==> config.mk <==
export PLATFORM = sky130hd
export DESIGN_NAME = sq_window_accum
export DESIGN_NICKNAME = d
export VERILOG_FILES = /design/src/rtl/sq_window_accum.sv
export SDC_FILE = /design/constraint.sdc
export NUM_CORES = 1
export LEC_CHECK = 0
export ABC_AREA = 1
export CAP_MARGIN = 30
export CORE_MARGIN = 3
export CORE_UTILIZATION = 38
export DETAILED_ROUTE_END_ITERATION = 10
export HOLD_SLACK_MARGIN = 0.05
export PLACE_DENSITY = 0.71
export SLEW_MARGIN = 20
export SYNTH_ARGS = -nofsm -noshare
export SYNTH_HDL_FRONTEND = slang
export SYNTH_SLANG_ARGS = --single-unit
export TNS_END_PERCENT = 30
==> constraint.sdc <==
create_clock -name clk -period 1.9 [get_ports clk]
set_input_delay 0.19 -clock clk [delete_from_list [all_inputs] [get_ports clk]]
set_output_delay 0.19 -clock clk [all_outputs]
set_load 0.05 [all_outputs]
==> src/rtl/sq_window_accum.sv <==
// Sum of squares over a fixed window of 2^LOG2_N samples, fed by the 8x8 squarer, with a valid/ready result.
// Define SQ_WINDOW_PEAK_EN to add peak_o, the largest square seen in each reported window.
`timescale 1ns/1ps
module sq_window_accum #(
    parameter int MUL_LAT = 3,
    parameter int LOG2_N  = 4,
    parameter int SQ_W    = 16
) (
    input  logic                   clk,
    input  logic                   rst_n,
    input  logic                   in_valid_i,
    input  logic [SQ_W-1:0]        sq_i,
    input  logic                   clear_i,
    output logic [SQ_W+LOG2_N-1:0] sum_o,
    output logic [SQ_W-1:0]        mean_o,
    output logic                   out_valid_o,
    input  logic                   out_ready_i,
`ifdef SQ_WINDOW_PEAK_EN
    output logic [SQ_W-1:0]        peak_o,
`endif
    output logic                   overrun_o
);

    localparam int ACC_W = SQ_W + LOG2_N;

    typedef enum logic {
        S_IDLE,
        S_ACCUM
    } state_e;

    state_e             state_q, state_d;
    logic [MUL_LAT-1:0] vld_q, vld_d;
    logic [ACC_W-1:0]   acc_q, acc_d;
    logic [LOG2_N-1:0]  cnt_q, cnt_d;
    logic [ACC_W-1:0]   sum_q, sum_d;
    logic               out_valid_q, out_valid_d;
    logic               overrun_q, overrun_d;

    logic               v_al;
    logic               win_done;
    logic               load_res;
    logic [ACC_W-1:0]   win_sum;

    // The delay line tap lines in_valid_i up with the squarer output for the same sample.
    assign v_al     = vld_q[MUL_LAT-1];
    assign win_sum  = acc_q + ACC_W'(sq_i);
    assign win_done = v_al && (state_q == S_ACCUM) && (&cnt_q);
    assign load_res = win_done && (!out_valid_q || out_ready_i);

    always_comb begin
        // NOTE: every signal gets a default first so no path through this block infers a latch.
        state_d     = state_q;
        acc_d       = acc_q;
        cnt_d       = cnt_q;
        sum_d       = sum_q;
        out_valid_d = out_valid_q;
        overrun_d   = overrun_q;
        vld_d[0]    = in_valid_i;
        for (int i = 1; i < MUL_LAT; i++) begin
            vld_d[i] = vld_q[i-1];
        end

        if (clear_i) begin
            vld_d       = '0;
            state_d     = S_IDLE;
            acc_d       = '0;
            cnt_d       = '0;
            out_valid_d = 1'b0;
            overrun_d   = 1'b0;
        end else begin
            if (v_al) begin
                case (state_q)
                    S_IDLE: begin
                        acc_d   = ACC_W'(sq_i);
                        cnt_d   = LOG2_N'(1);
                        state_d = S_ACCUM;
                    end
                    S_ACCUM: begin
                        if (&cnt_q) begin
                            acc_d   = '0;
                            cnt_d   = '0;
                            state_d = S_IDLE;
                        end else begin
                            acc_d = win_sum;
                            cnt_d = cnt_q + LOG2_N'(1);
                        end
                    end
                    default: state_d = S_IDLE;
                endcase
            end

            // The result register is one deep: a finished window is dropped if the last is still unread.
            if (load_res) begin
                sum_d       = win_sum;
                out_valid_d = 1'b1;
            end else if (win_done) begin
                overrun_d = 1'b1;
            end else if (out_valid_q && out_ready_i) begin
                out_valid_d = 1'b0;
            end
        end
    end

    // NOTE: registers use non-blocking assignments so every flop samples pre-edge values.
    always_ff @(posedge clk or negedge rst_n) begin
        if (!rst_n) begin
            state_q     <= S_IDLE;
            vld_q       <= '0;
            acc_q       <= '0;
            cnt_q       <= '0;
            sum_q       <= '0;
            out_valid_q <= 1'b0;
            overrun_q   <= 1'b0;
        end else begin
            state_q     <= state_d;
            vld_q       <= vld_d;
            acc_q       <= acc_d;
            cnt_q       <= cnt_d;
            sum_q       <= sum_d;
            out_valid_q <= out_valid_d;
            overrun_q   <= overrun_d;
        end
    end

    assign sum_o       = sum_q;
    assign mean_o      = sum_q[ACC_W-1:LOG2_N];
    assign out_valid_o = out_valid_q;
    assign overrun_o   = overrun_q;

`ifdef SQ_WINDOW_PEAK_EN
    logic [SQ_W-1:0] max_q, max_d;
    logic [SQ_W-1:0] peak_q, peak_d;
    logic [SQ_W-1:0] sq_max;

    assign sq_max = (sq_i > max_q) ? sq_i : max_q;

    always_comb begin
        max_d  = max_q;
        peak_d = peak_q;
        if (clear_i) begin
            max_d = '0;
        end else begin
            if (v_al) begin
                if (state_q == S_IDLE) begin
                    max_d = sq_i;
                end else if (&cnt_q) begin
                    max_d = '0;
                end else begin
                    max_d = sq_max;
                end
            end
            if (load_res) begin
                peak_d = sq_max;
            end
        end
    end

    always_ff @(posedge clk or negedge rst_n) begin
        if (!rst_n) begin
            max_q  <= '0;
            peak_q <= '0;
        end else begin
            max_q  <= max_d;
            peak_q <= peak_d;
        end
    end

    assign peak_o = peak_q;
`endif

endmodule

==> run summary, run 1 <==
The relative contribution of combinational cells to total power is 17.9%. The CTS clock-pin slew for the worst setup and hold paths is 0.11 ns. The biggest area consumer among synthesized cells is sky130_fd_sc_hd__dfrtp_1. Wire segments on met3 add up to 466 um in the final route. The footprint of the multi-input gates is 0.00189 mm2. The largest net degree at the start of global routing came out at 31. The final routed wirelength across all metal layers is roughly 9.0 mm. The number of top-level pins is approximately 60. The number of synthesized flops with an enable pin is 0.

The die height came out at 100 um. The count of max-cap constraint violations is 0. The worst setup path startpoint is acc_q[5]. The mean post-synth cell area came out at approximately 6.9 um2. The wire length on met1 came out at 4.17 mm. The iteration count of the initial detailed-routing pass came out at 6. The net switching power is 0.000637 W. The power share of the sequential group is 50.0%. After filler insertion, the fill cell instance count of the layout stands at 821. The final standard cell utilization of the core is between 50% and 60%. The start of the worst register-to-register path is acc_q[5]. Along the worst path, the maximum fanout reaches 3. For this block, the initial DRC count from the detailed router was 135.

The remaining global-route overflow is 0. The worst pin sits at a relative slew slack of ~63%. In the synthesized netlist, the number of instances is 491. The total power density per cell area is between 400 and 500 mW/mm2. In the finished design, the share of the clock period the worst path needs comes to 98.1%. The yosys synthesis warning count came out at 0.

The via total after detailed routing is 3328. The worst setup path is captured at a flop. After synthesis, the cell types taking the most area are sky130_fd_sc_hd__dfrtp_1 37%, sky130_fd_sc_hd__nand2_1 23%, sky130_fd_sc_hd__inv_1 6.8%. Among all flip-flop cells after synthesis, the most frequent one is sky130_fd_sc_hd__dfrtp_1. The area taken by flip-flops and latches came out at 0.00125 mm2. Setup repair after global routing could not meet its margin everywhere. In the layout the commonest cells are 194 x sky130_fd_sc_hd__nand2_1, 59 x sky130_fd_sc_hd__inv_1, 57 x sky130_fd_sc_hd__clkdlybuf4s50_1. The H-tree level count came out at 2. The worst slack after detailed placement came out at -0.373 ns.

The worst register-to-register path has a depth of 12. The kind of critical path is flop to flop. The cell area after layout is 0.00449 mm2. The number of antenna cells inserted is 0. The slew of the pin with the lowest slew margin is between 0.5 and 0.6 ns. The net switching fraction of the power is 29.4%. The number of nets in the final layout came out at just over 600. The arrival time of data at the critical path endpoint is 2.07 ns. The synthesized design devotes to its leading area cell type a little under two fifths of total area. The setup check on the worst reg-to-reg path leaves a slack of about 0.037 ns.

The endpoint identified for the worst register-to-register timing path is acc_q[12]. The data required time of the critical path came out at 2.11 ns. The internal cell power is 0.00153 W. The starting density of the core is 40.1%. The worst-case IR drop observed on VDD is 0.257 mV.

On the final layout, the worst clock skew is 0.00925 ns. The worst path needs 1.86 ns of the cycle, external delays included. The clock passes through at most 2 buffers. The number of antenna violations at the first check in global routing came to 0. Sequential elements use 37.0% of the synthesized area. STA classifies the critical path startpoint as a flop. The cell leakage power is 2.37 nW. The path class of the tightest hold or removal check is input port to flop. Adding up every negative setup slack in the final design gives 0 ns. The endpoint of the worst hold path is vld_q[0].

The share of final-layout standard cells stronger than drive strength 1 came out at 15.1%. The layout overhead on the synthesized area came out at 33.0%. The insertion delay to the later sink of the worst-skew pair is about 0.32 ns. The launch instance of the worst min-delay path is in_valid_i. The clock share of power came out at 32.1%. Measured along the x axis, the die boundary spans between 100 and 150 um. The worst setup slack after layout came out at ~0.037 ns. The global-route wire length before repair is 14.8 mm. The count of antenna-violating nets left after detailed routing is 0. The root cell of the clock tree is sky130_fd_sc_hd__clkbuf_8. The clock tree from TritonCTS is done. The final-report hold violation count came out at 0. The uppermost layer routed is met4. The placeable core area came out at 0.00842 mm2. The area of the mapped netlist is 0.00338 mm2. The instance area after placement came out at 0.00417 mm2.

The maximum frequency from static timing analysis came out at 537 MHz. The number of buffers created by CTS is 5. The run finished with clean final reports.

After floorplanning, the core was divided into 33 placement rows. After detailed routing, the number of remaining DRC violations is 0. The library cell used most frequently in the layout, excluding fill and tap cells, is sky130_fd_sc_hd__nand2_1. The count of buffers added on input and output ports is 58.

The via count of the first global-routing pass came out at 3147. The global-route total usage across every layer came out at 18.3%. The full die area came out at 0.0101 mm2. The worst hold path passes through 3 cells. Setup violations remaining at the end of the flow were counted as 0.

Clock tree synthesis found a total of 50 sinks. When the netlist entered floorplanning its net count stood at 530. The share of synthesized registers carrying an async set or reset came out at 100%. The count of distinct cell types in the synthesized netlist came out at 30. The per-cell via count in the routed design came out at 4.94. The count of pins over their slew limit was 0. The post-synthesis sequential element count came out at 50. In the final routed layout, each cell accounts on average for 13.4 um.

The length of routed met2 wiring is 4.27 mm. The HPWL reported at the end of detailed placement came out at about 6.6 mm. The final weighted congestion in routability-driven placement is 0.957.
per-stage QoR:
stage	power (W)	std cells	hold slack (ns)
3_3_place_gp	0.00145	662	0.212
5_1_grt	0.00228	674	0.398
6_report	0.00217	674	0.377
4_1_cts	0.00216	671	0.372
3_5_place_dp	0.00145	662	0.211
2_1_floorplan	0.00128	491	-0.106
worst max-delay path by stage:
stage	endpoint	slack [ns]	depth (start not counted)
2_1_floorplan	sum_o[16]	0.15	13
3_5_place_dp	acc_q[8]	-0.37	14
3_3_place_gp	acc_q[12]	-0.28	14
5_1_grt	acc_q[12]	-0.09	12
6_report	acc_q[12]	0.04	12
4_1_cts	sum_o[19]	0.01	12
cells by family after synthesis:
logic type | synth area share [%]
and+or+nand+nor | 34.7
buffers and inverters | 12.4
DFF | 37.0
AOI/OAI and AO/OA | 7.11
adders and majority gates | 6.89
xor gates and xnor gates | 1.81
worst max-delay path: stages (launching register included):
cell,delay [ns]
sky130_fd_sc_hd__dfrtp_1,0.41
sky130_fd_sc_hd__ha_1,0.33
sky130_fd_sc_hd__buf_4,0.16
sky130_fd_sc_hd__nand2_1,0.05
sky130_fd_sc_hd__nand2_1,0.08
sky130_fd_sc_hd__nand2_1,0.16
sky130_fd_sc_hd__nand2_1,0.09
sky130_fd_sc_hd__nand2_1,0.10
sky130_fd_sc_hd__nand4_1,0.12
sky130_fd_sc_hd__nand3_1,0.12
sky130_fd_sc_hd__nand2_1,0.05
sky130_fd_sc_hd__nand2_1,0.05
sky130_fd_sc_hd__nand2_1,0.05
final cells by class:
class | count | area share (%)
clock buffer | 5 | 1.53
clock inverter | 3 | 0.641
inverter | 65 | 5.43
multi-input combinational | 352 | 42.2
sequential | 50 | 27.9
tap | 105 | 2.92
timing repair buffer | 94 | 19.4
registers in the layout, indices dropped and copies added, names as in the netlist:
register and flops:
out_valid_o 1, cnt_q 4, vld_q 3, state_q 1, acc_q 20, overrun_o 1, sum_o 20
power by group through the flow:
stage	Combinational, W	Sequential [W]	Clock, W
3_5_place_dp	0.000351	0.00110	0
5_1_grt	0.000434	0.00109	0.000759
3_3_place_gp	0.000348	0.00110	0
6_report	0.000389	0.00108	0.000695
4_1_cts	0.000356	0.00108	0.000719
2_1_floorplan	0.000174	0.00110	0
cells in the mapped netlist, drive strengths merged (2+ instances only):
library cell,count
dfrtp,50
ha,17
nand3,38
nand2,204
clkbuf,4
xnor2,5
inv,65
xor2,2
nor3,5
nand4,2
buf,20
nand3b,5
a21oi,13
o21ai,19
nor2,32
a22o,3
layer usage:
layer / vias up / track usage (%)
li1: 1673 / -
met4: 0 / 5.28
met2: 96 / 29.9
met1: 1547 / 25.3
met3: 12 / 2.57
met5: - / 0
timing repair:
item / 4_1_cts / 5_1_grt
resized for setup: 2 / 36
hold buffers: 1 / 0
endpoints found under the hold margin: 20 / 0
buffers inserted: 0 / 2
pin swaps: 0 / 2
endpoints found under the setup margin: 5 / 25
Power figures use the tool's default switching activity.
==> run 2, diff against run 1 <==
==> constraint.sdc (replaced) <==
create_clock -name clk -period 2.3 [get_ports clk]
set_input_delay 0.23 -clock clk [delete_from_list [all_inputs] [get_ports clk]]
set_output_delay 0.23 -clock clk [all_outputs]
set_load 0.05 [all_outputs]
==> run 2 against run 1 <==
Effect of this change: worst setup slack improved by 0.26 ns; clock skew fell by 0.0026 ns; utilization fell by 4.6 points; clock power fell by 7.3%; largest power group unchanged; largest cell class unchanged; sequential share of layout area rose by 2.7 points.
==> run summary, run 2 (synthesis gave the netlist of run 1 again) <==
Run status: completed (unchanged). The instance area after placement is 0.00398 mm2 (was 0.00417 mm2). The HPWL reported at the end of detailed placement came to 6.49 mm (was 6.63 mm). The final-report hold violation count is 0 (unchanged). The placeable core area came out at 0.00842 mm2 (unchanged). The remaining global-route overflow is 0 (unchanged).

The number of buffers created by CTS is 5 (unchanged). The detailed router's first-iteration violation count came to 151 (was 135). The number of top-level pins was 59 (unchanged). The share of final-layout standard cells stronger than drive strength 1 is 4.98% (was 15.1%). The full die area came out at 0.0101 mm2 (unchanged). The minimum clock period came out at between 2 and 2.5 ns.

Timing would allow up to 498 MHz. The H-tree level count is 2 (unchanged). The worst setup slack for register-to-register paths was 0.36 ns (was 0.04 ns). The number of DRC violations after detailed routing is 0 (unchanged). The data required time of the critical path came out at 2.51 ns (was 2.11 ns). The part of the cycle the worst path needs came out at between 80% and 90%.

The cell leakage power is 2.21 nW (was 2.37 nW). The start of the worst register-to-register path is acc_q[0] (was acc_q[5]). The worst relative slew slack came to 49.4% (was 62.8%).

The number of antenna violations at the first check in global routing is 0 (unchanged). The number of nets in the final layout came to 580 (was 607). The cell area after layout came out at 0.00410 mm2 (was 0.00449 mm2). The count of antenna-violating nets left after detailed routing is 0 (unchanged). The worst-case reg-to-reg path depth was 13 (was 12).

The worst setup slack after layout is 0.293 ns (was 0.0369 ns). The insertion delay to the later sink of the worst-skew pair came out at 0.31 ns (was 0.32 ns). The root cell of the clock tree is sky130_fd_sc_hd__clkbuf_8 (unchanged). The reg-to-reg endpoint is acc_q[8] (was acc_q[12]).

The mean routed wirelength per cell is 13.6 um (was 13.4 um). The clock tree from TritonCTS was done (unchanged). The clock skew was 0.00665 ns (was 0.00925 ns). The starting density of the core is 40.1% (unchanged).

The slew of the pin with the lowest slew margin came to 0.757 ns (was 0.558 ns). RSZ-0062 raised after global routing: false (was true). The worst-case hold slack is 0.422 ns (was 0.377 ns). The via count of the first global-routing pass is 2969 (was 3147).

The largest vdd supply drop is 0.296 mV (was 0.257 mV). The number of antenna cells inserted is 0 (unchanged). The global-route total usage across every layer is 18.3% (about the same).

The number of buffers on the longest clock path came out at 2 (unchanged). The iteration count of the initial detailed-routing pass came out at 5 (was 6). The type of the tightest min-delay check was input port to async pin (was input port to flop). The worst slack after detailed placement is -0.0261 ns (was -0.373 ns). The layout overhead on the synthesized area was 21.4% (was 33.0%). The number of buffer cells added on primary ports came out at 58 (unchanged). The arrival time of data at the critical path endpoint came out at 2.22 ns (was 2.07 ns). The launching element type of the critical path is an input port (was flop).

The CTS clock-pin slew for the worst setup and hold paths is 0.10 ns (was 0.11 ns). The final routed wirelength across all metal layers is 8.81 mm (was 9.02 mm). The highest net fanout along the worst path is 3 (unchanged). The total of endpoints with negative setup slack in the final report was 0 (unchanged). The number of rows in the core area came out at 33 (unchanged).

The via total after detailed routing is 3127 (was 3328). The die height came out at 100 um (unchanged). The leading cell type in the layout, fill and taps excluded is sky130_fd_sc_hd__nand2_1 (unchanged). The global-route wire length before repair is 14.7 mm (was 14.8 mm). The per-cell via count in the routed design is 4.83 (was 4.94). Highest-count cells in the layout ignoring fill and taps: 204 x sky130_fd_sc_hd__nand2_1, 61 x sky130_fd_sc_hd__inv_1, 57 x sky130_fd_sc_hd__clkdlybuf4s50_1 (was 194 x sky130_fd_sc_hd__nand2_1, 59 x sky130_fd_sc_hd__inv_1, 57 x sky130_fd_sc_hd__clkdlybuf4s50_1). The largest net degree at the start of global routing is 51 (was 31). The final weighted congestion in routability-driven placement was 0.904 (was 0.957). The total power density per cell area came out at 437 mW/mm2 (was 483 mW/mm2). The kind of critical path is input port to flop (was flop to flop). The die extent in x came out at 100 um (unchanged). The number of sinks driven by the clock tree is 50 (unchanged). The count of max-cap constraint violations came to 0 (unchanged). The count of pins over their slew limit is 0 (unchanged).

The kind of end point of the critical path is a flop (unchanged).
[run 2: cell type report]
cell class / count / area (um2)
Sequential cell: 50 / 1250
Clock inverter: 3 / 40.0
Clock buffer: 5 / 68.8
Fill cell: 862 / 4320
Tap cell: 105 / 131
Multi-Input combinational cell: 352 / 1710
Inverter: 65 / 244
Timing Repair Buffer: 67 / 658
[run 2: critical path: stages]
cell and delay [ns]:
sky130_fd_sc_hd__clkdlybuf4s50_1 0.49, sky130_fd_sc_hd__ha_1 0.20, sky130_fd_sc_hd__inv_1 0.06, sky130_fd_sc_hd__fa_1 0.40, sky130_fd_sc_hd__inv_1 0.10, sky130_fd_sc_hd__nand3_1 0.07
sky130_fd_sc_hd__nand3_1 0.12, sky130_fd_sc_hd__nand2_1 0.09, sky130_fd_sc_hd__nand3_1 0.09, sky130_fd_sc_hd__nand2_1 0.05, sky130_fd_sc_hd__nand2_1 0.11, sky130_fd_sc_hd__o21ai_0 0.09
sky130_fd_sc_hd__nand2_1 0.08, sky130_fd_sc_hd__nand2_1 0.05
[run 2: power by group]
part	switching [W]	internal, W
registers	0.00000614	0.000888
logic	0.000154	0.0000988
clock network	0.000323	0.000321
[run 2: stage by stage]
step | total power, W | setup TNS (ns) | std cells | utilization (%)
2_1_floorplan | 0.00105 | 0 | 491 | -
3_3_place_gp | 0.00116 | 0 | 638 | 47.3
3_5_place_dp | 0.00116 | -0.0283 | 638 | 47.3
4_1_cts | 0.00180 | 0 | 647 | 48.7
5_1_grt | 0.00187 | 0 | 647 | 48.7
6_report | 0.00179 | 0 | 647 | 48.7
[run 2: routing by layer]
| metal | track usage, % | wire length, um | up-vias |
|---|---|---|---|
| li1 | - | - | 1616 |
| met1 | 26.6 | 4350 | 1432 |
| met5 | 0 | 0 | - |
| met2 | 29.1 | 3980 | 75 |
| met4 | 4.35 | 76 | 0 |
| met3 | 2.43 | 406 | 4 |
[run 2: worst max path at each step]
stage             start   endpoint  slack [ns]
2_1_floorplan  acc_q[0]  sum_o[16]        0.55
3_3_place_gp    sq_i[0]  acc_q[12]        0.04
3_5_place_dp    sq_i[0]   acc_q[8]       -0.03
4_1_cts         sq_i[0]   acc_q[8]        0.30
5_1_grt         sq_i[0]  sum_o[18]        0.11
6_report        sq_i[0]   acc_q[8]        0.29
[run 2: repair_timing]
action                                  CTS  global route
resized for setup                         0             0
endpoints found under the setup margin    0             0
setup buffers                             0             0
hold buffers                              1             0
hold endpoints to repair                 50             0
==> run 3, diff against run 2 <==
--- a/config.mk
+++ b/config.mk
@@ -8,11 +8,12 @@
 export ABC_AREA = 1
 export CAP_MARGIN = 30
 export CORE_MARGIN = 3
-export CORE_UTILIZATION = 38
+export CORE_UTILIZATION = 55
 export DETAILED_ROUTE_END_ITERATION = 10
 export HOLD_SLACK_MARGIN = 0.05
-export PLACE_DENSITY = 0.71
-export SLEW_MARGIN = 20
+export PLACE_DENSITY = 0.93
+export SKIP_LAST_GASP = 1
+export SLEW_MARGIN = 40
 export SYNTH_ARGS = -nofsm -noshare
 export SYNTH_HDL_FRONTEND = slang
 export SYNTH_SLANG_ARGS = --single-unit
==> run 3 against run 2 <==
Effect of this change: utilization rose by 22 points; sequential power barely moved; maximum frequency fell by 3.3%; clock skew rose by 0.0041 ns.
==> run summary, run 3 (synthesis gave the netlist of run 1 again) <==
The highest net fanout along the worst path came out at 3 (unchanged). The via total after detailed routing is 3328 (was 3127). The kind of end point of the critical path was a flop (unchanged). The number of buffer cells added on primary ports came out at 58 (unchanged).

The number of rows in the core area came to 27 (was 33). The iteration count of the initial detailed-routing pass came out at 5 (unchanged). The die height came out at 84.4 um (was 100 um). The number of antenna cells inserted was 0 (unchanged). The H-tree level count came out at 2 (unchanged). The global-route total usage across every layer came out at 24.8% (was 18.3%).

The instance area after placement is 0.00390 mm2 (was 0.00398 mm2). The cell with the largest stage delay on the worst path was sky130_fd_sc_hd__clkdlybuf4s50_1 (unchanged). The final routed wirelength across all metal layers came out at 8.69 mm (was 8.81 mm). The cell area after layout came to 0.00402 mm2 (was 0.00410 mm2). The die extent in x came out at 84.4 um (was 100 um).

Highest-count cells in the layout ignoring fill and taps: 204 x sky130_fd_sc_hd__nand2_1, 61 x sky130_fd_sc_hd__inv_1, 57 x sky130_fd_sc_hd__clkdlybuf4s50_1 (unchanged). The worst setup path startpoint is sq_i[0] (unchanged). The worst relative slew slack came out at 57.9% (was 49.4%). The final weighted congestion in routability-driven placement came out at 1.01 (was 0.904). The layout overhead on the synthesized area is 19.0% (was 21.4%). The post-route non-filler standard cell count is 609 (was 647).

The starting density of the core is 59.2% (was 40.1%). The number of DRC violations after detailed routing was 0 (unchanged). RSZ-0062 raised after global routing: false (unchanged). The relative contribution of combinational cells to total power was 13.8% (was 14.1%).

The layer carrying the most global-route usage is met2 (unchanged). The worst setup slack for register-to-register paths came out at 0.30 ns (was 0.36 ns). The cell type with the highest occurrence count on the critical path is sky130_fd_sc_hd__nand3_1 (was sky130_fd_sc_hd__nand2_1). The number of top-level pins is 59 (unchanged).

The slew of the pin with the lowest slew margin is 0.631 ns (was 0.757 ns). The leading cell type in the layout, fill and taps excluded was sky130_fd_sc_hd__nand2_1 (unchanged). The total instance count after detailed placement was 601 (was 638). The insertion delay to the later sink of the worst-skew pair is 0.31 ns (about the same). The largest net degree at the start of global routing is 51 (unchanged). The total of cells resized after clock tree synthesis came out at 0 (unchanged). The power share of the sequential group is 49.9% (about the same). The count of max-cap constraint violations came out at 0 (unchanged). The largest vdd supply drop came out at 0.320 mV (was 0.296 mV).

The met2 routing resource usage after global routing is 43.4% (was 29.1%). Cell-by-cell listing of the critical path: clkdlybuf4s50_1, ha_1, inv_1, fa_1, inv_1, nand3_1, nand3_1, nand2_1, nand3_1, nand3_1, nand2_1, nand2_1, nand3_1, nand2_1 (was clkdlybuf4s50_1, ha_1, inv_1, fa_1, inv_1, nand3_1, nand3_1, nand2_1, nand3_1, nand2_1, nand2_1, o21ai_0, nand2_1, nand2_1). The largest stage delay on the critical path came out at 0.49 ns (about the same). The full die area is 0.00712 mm2 (was 0.0101 mm2). The type of the tightest min-delay check is input port to flop (was input port to async pin). The mean routed wirelength per cell is 14.3 um (was 13.6 um).

The met3 usage came to 4.22% (was 2.43%). The worst hold path stage count is 3. The clock tree from TritonCTS was done (unchanged). The final standard cell utilization of the core is 70.4% (was 48.7%). The internal cell power is 0.00133 W (was 0.00131 W). The share of final-layout standard cells stronger than drive strength 1 came to 4.10% (was 4.98%). The data required time of the critical path is 2.50 ns (was 2.51 ns).

The clock share of power came to 36.3% (was 36.0%). The maximum frequency from static timing analysis came to 482 MHz (was 498 MHz). The worst-case hold slack came to 0.435 ns (was 0.422 ns). The via count of the first global-routing pass was 3240 (was 2969). The worst setup path endpoint is sum_o[16] (was acc_q[8]). The CTS clock-pin slew for the worst setup and hold paths is 0.10 ns (about the same). The number of nets in the final layout is 576 (was 580). The number of sinks driven by the clock tree came out at 50 (unchanged).

The arrival time of data at the critical path endpoint came out at 2.28 ns (was 2.22 ns). The reg-to-reg endpoint was sum_o[16] (was acc_q[8]). The total of endpoints with negative setup slack in the final report is 0 (unchanged).

The post-CTS setup buffer count is 0 (unchanged). The root cell of the clock tree is sky130_fd_sc_hd__clkbuf_8 (unchanged). The remaining global-route overflow is 0 (unchanged). The worst-case reg-to-reg path depth is 13 (unchanged). The number of buffers on the longest clock path is 2 (unchanged). The global-route wire length before repair is 14.5 mm (was 14.7 mm).

The count of pins over their slew limit is 0 (unchanged). The minimum clock period was 2.08 ns (was 2.01 ns). The kind of critical path is input port to flop (unchanged). The launching element type of the critical path is an input port (unchanged). Run status: completed (unchanged). The total power density per cell area is 445 mW/mm2 (was 437 mW/mm2). The per-cell via count in the routed design is 5.46 (was 4.83). The placeable core area came to 0.00571 mm2 (was 0.00842 mm2). The detailed router's first-iteration violation count was 267 (was 151). The number of antenna violations at the first check in global routing is 0 (unchanged). The cell leakage power came out at 2.18 nW (was 2.21 nW). The met1 routing resource usage after global routing came to 30.3% (was 26.6%). The HPWL reported at the end of detailed placement is 6.30 mm (was 6.49 mm). The net switching fraction of the power is 25.8% (was 27.0%). The start of the worst register-to-register path is acc_q[0] (unchanged).

The part of the cycle the worst path needs came out at 90.3% (was 87.3%). The final-report hold violation count was 0 (unchanged). The count of antenna-violating nets left after detailed routing was 0 (unchanged).

The number of buffers created by CTS is 5 (unchanged). The clock skew was 0.0107 ns (was 0.00665 ns). The net switching power came to 0.000462 W (was 0.000483 W).
run 3: cell types whose count changed in the layout (fill, tap and decap cells not counted), sizes merged:
cell / before / now
buf: 9 / 5
clkbuf: 5 / 6
clkinv: 2 / 0
run 3: area by class of cell:
class,count,area [um2]
multi-input combinational,352,1710
fill,468,1690
sequential,50,1250
timing repair buffer,63,616
inverter,65,244
tap,72,90.1
clock buffer,6,82.6
clock inverter,1,30.0
run 3: how the worst min path moves through the flow:
stage | to | start
after global placement | sum_o[5] | rst_n
after CTS | vld_q[0] | in_valid_i
final | vld_q[0] | in_valid_i
after global routing | vld_q[0] | in_valid_i
after floorplan | acc_q[0] | rst_n
after detailed placement | sum_o[5] | rst_n
run 3: power by group through the flow:
stage               registers [W]  logic [W]  clock network (W)
floorplan                0.000910   0.000144                  0
global placement         0.000911   0.000231                  0
detailed placement       0.000911   0.000239                  0
CTS                      0.000894   0.000243           0.000655
global route             0.000895   0.000274           0.000699
finish                   0.000894   0.000246           0.000650
run 3: critical path, delay by kind of cell:
| family | cells | cell delay, ns |
|---|---|---|
| fa+ha+maj | 2 | 0.59 |
| buf+inv | 3 | 0.64 |
| simple gates | 9 | 0.81 |
run 3: repair_timing:
action                     4_1_cts  5_1_grt
setup endpoints to repair        0        0
hold buffers                     1        0
hold endpoints to repair         2        0
run 3: routing by layer:
metal	vias up	share of wire, %
li1	1604	-
met1	1540	42
met2	155	48
met3	29	7.4
met4	0	3.2
met5	-	0
run 3: through the flow:
stage	total power (W)	setup WS, ns	setup TNS (ns)
finish	0.00179	0.224	0
global route	0.00187	0.0960	0
CTS	0.00179	0.254	0
detailed placement	0.00115	-0.0679	-0.254
global placement	0.00114	0.0516	0
floorplan	0.00105	0.553	0
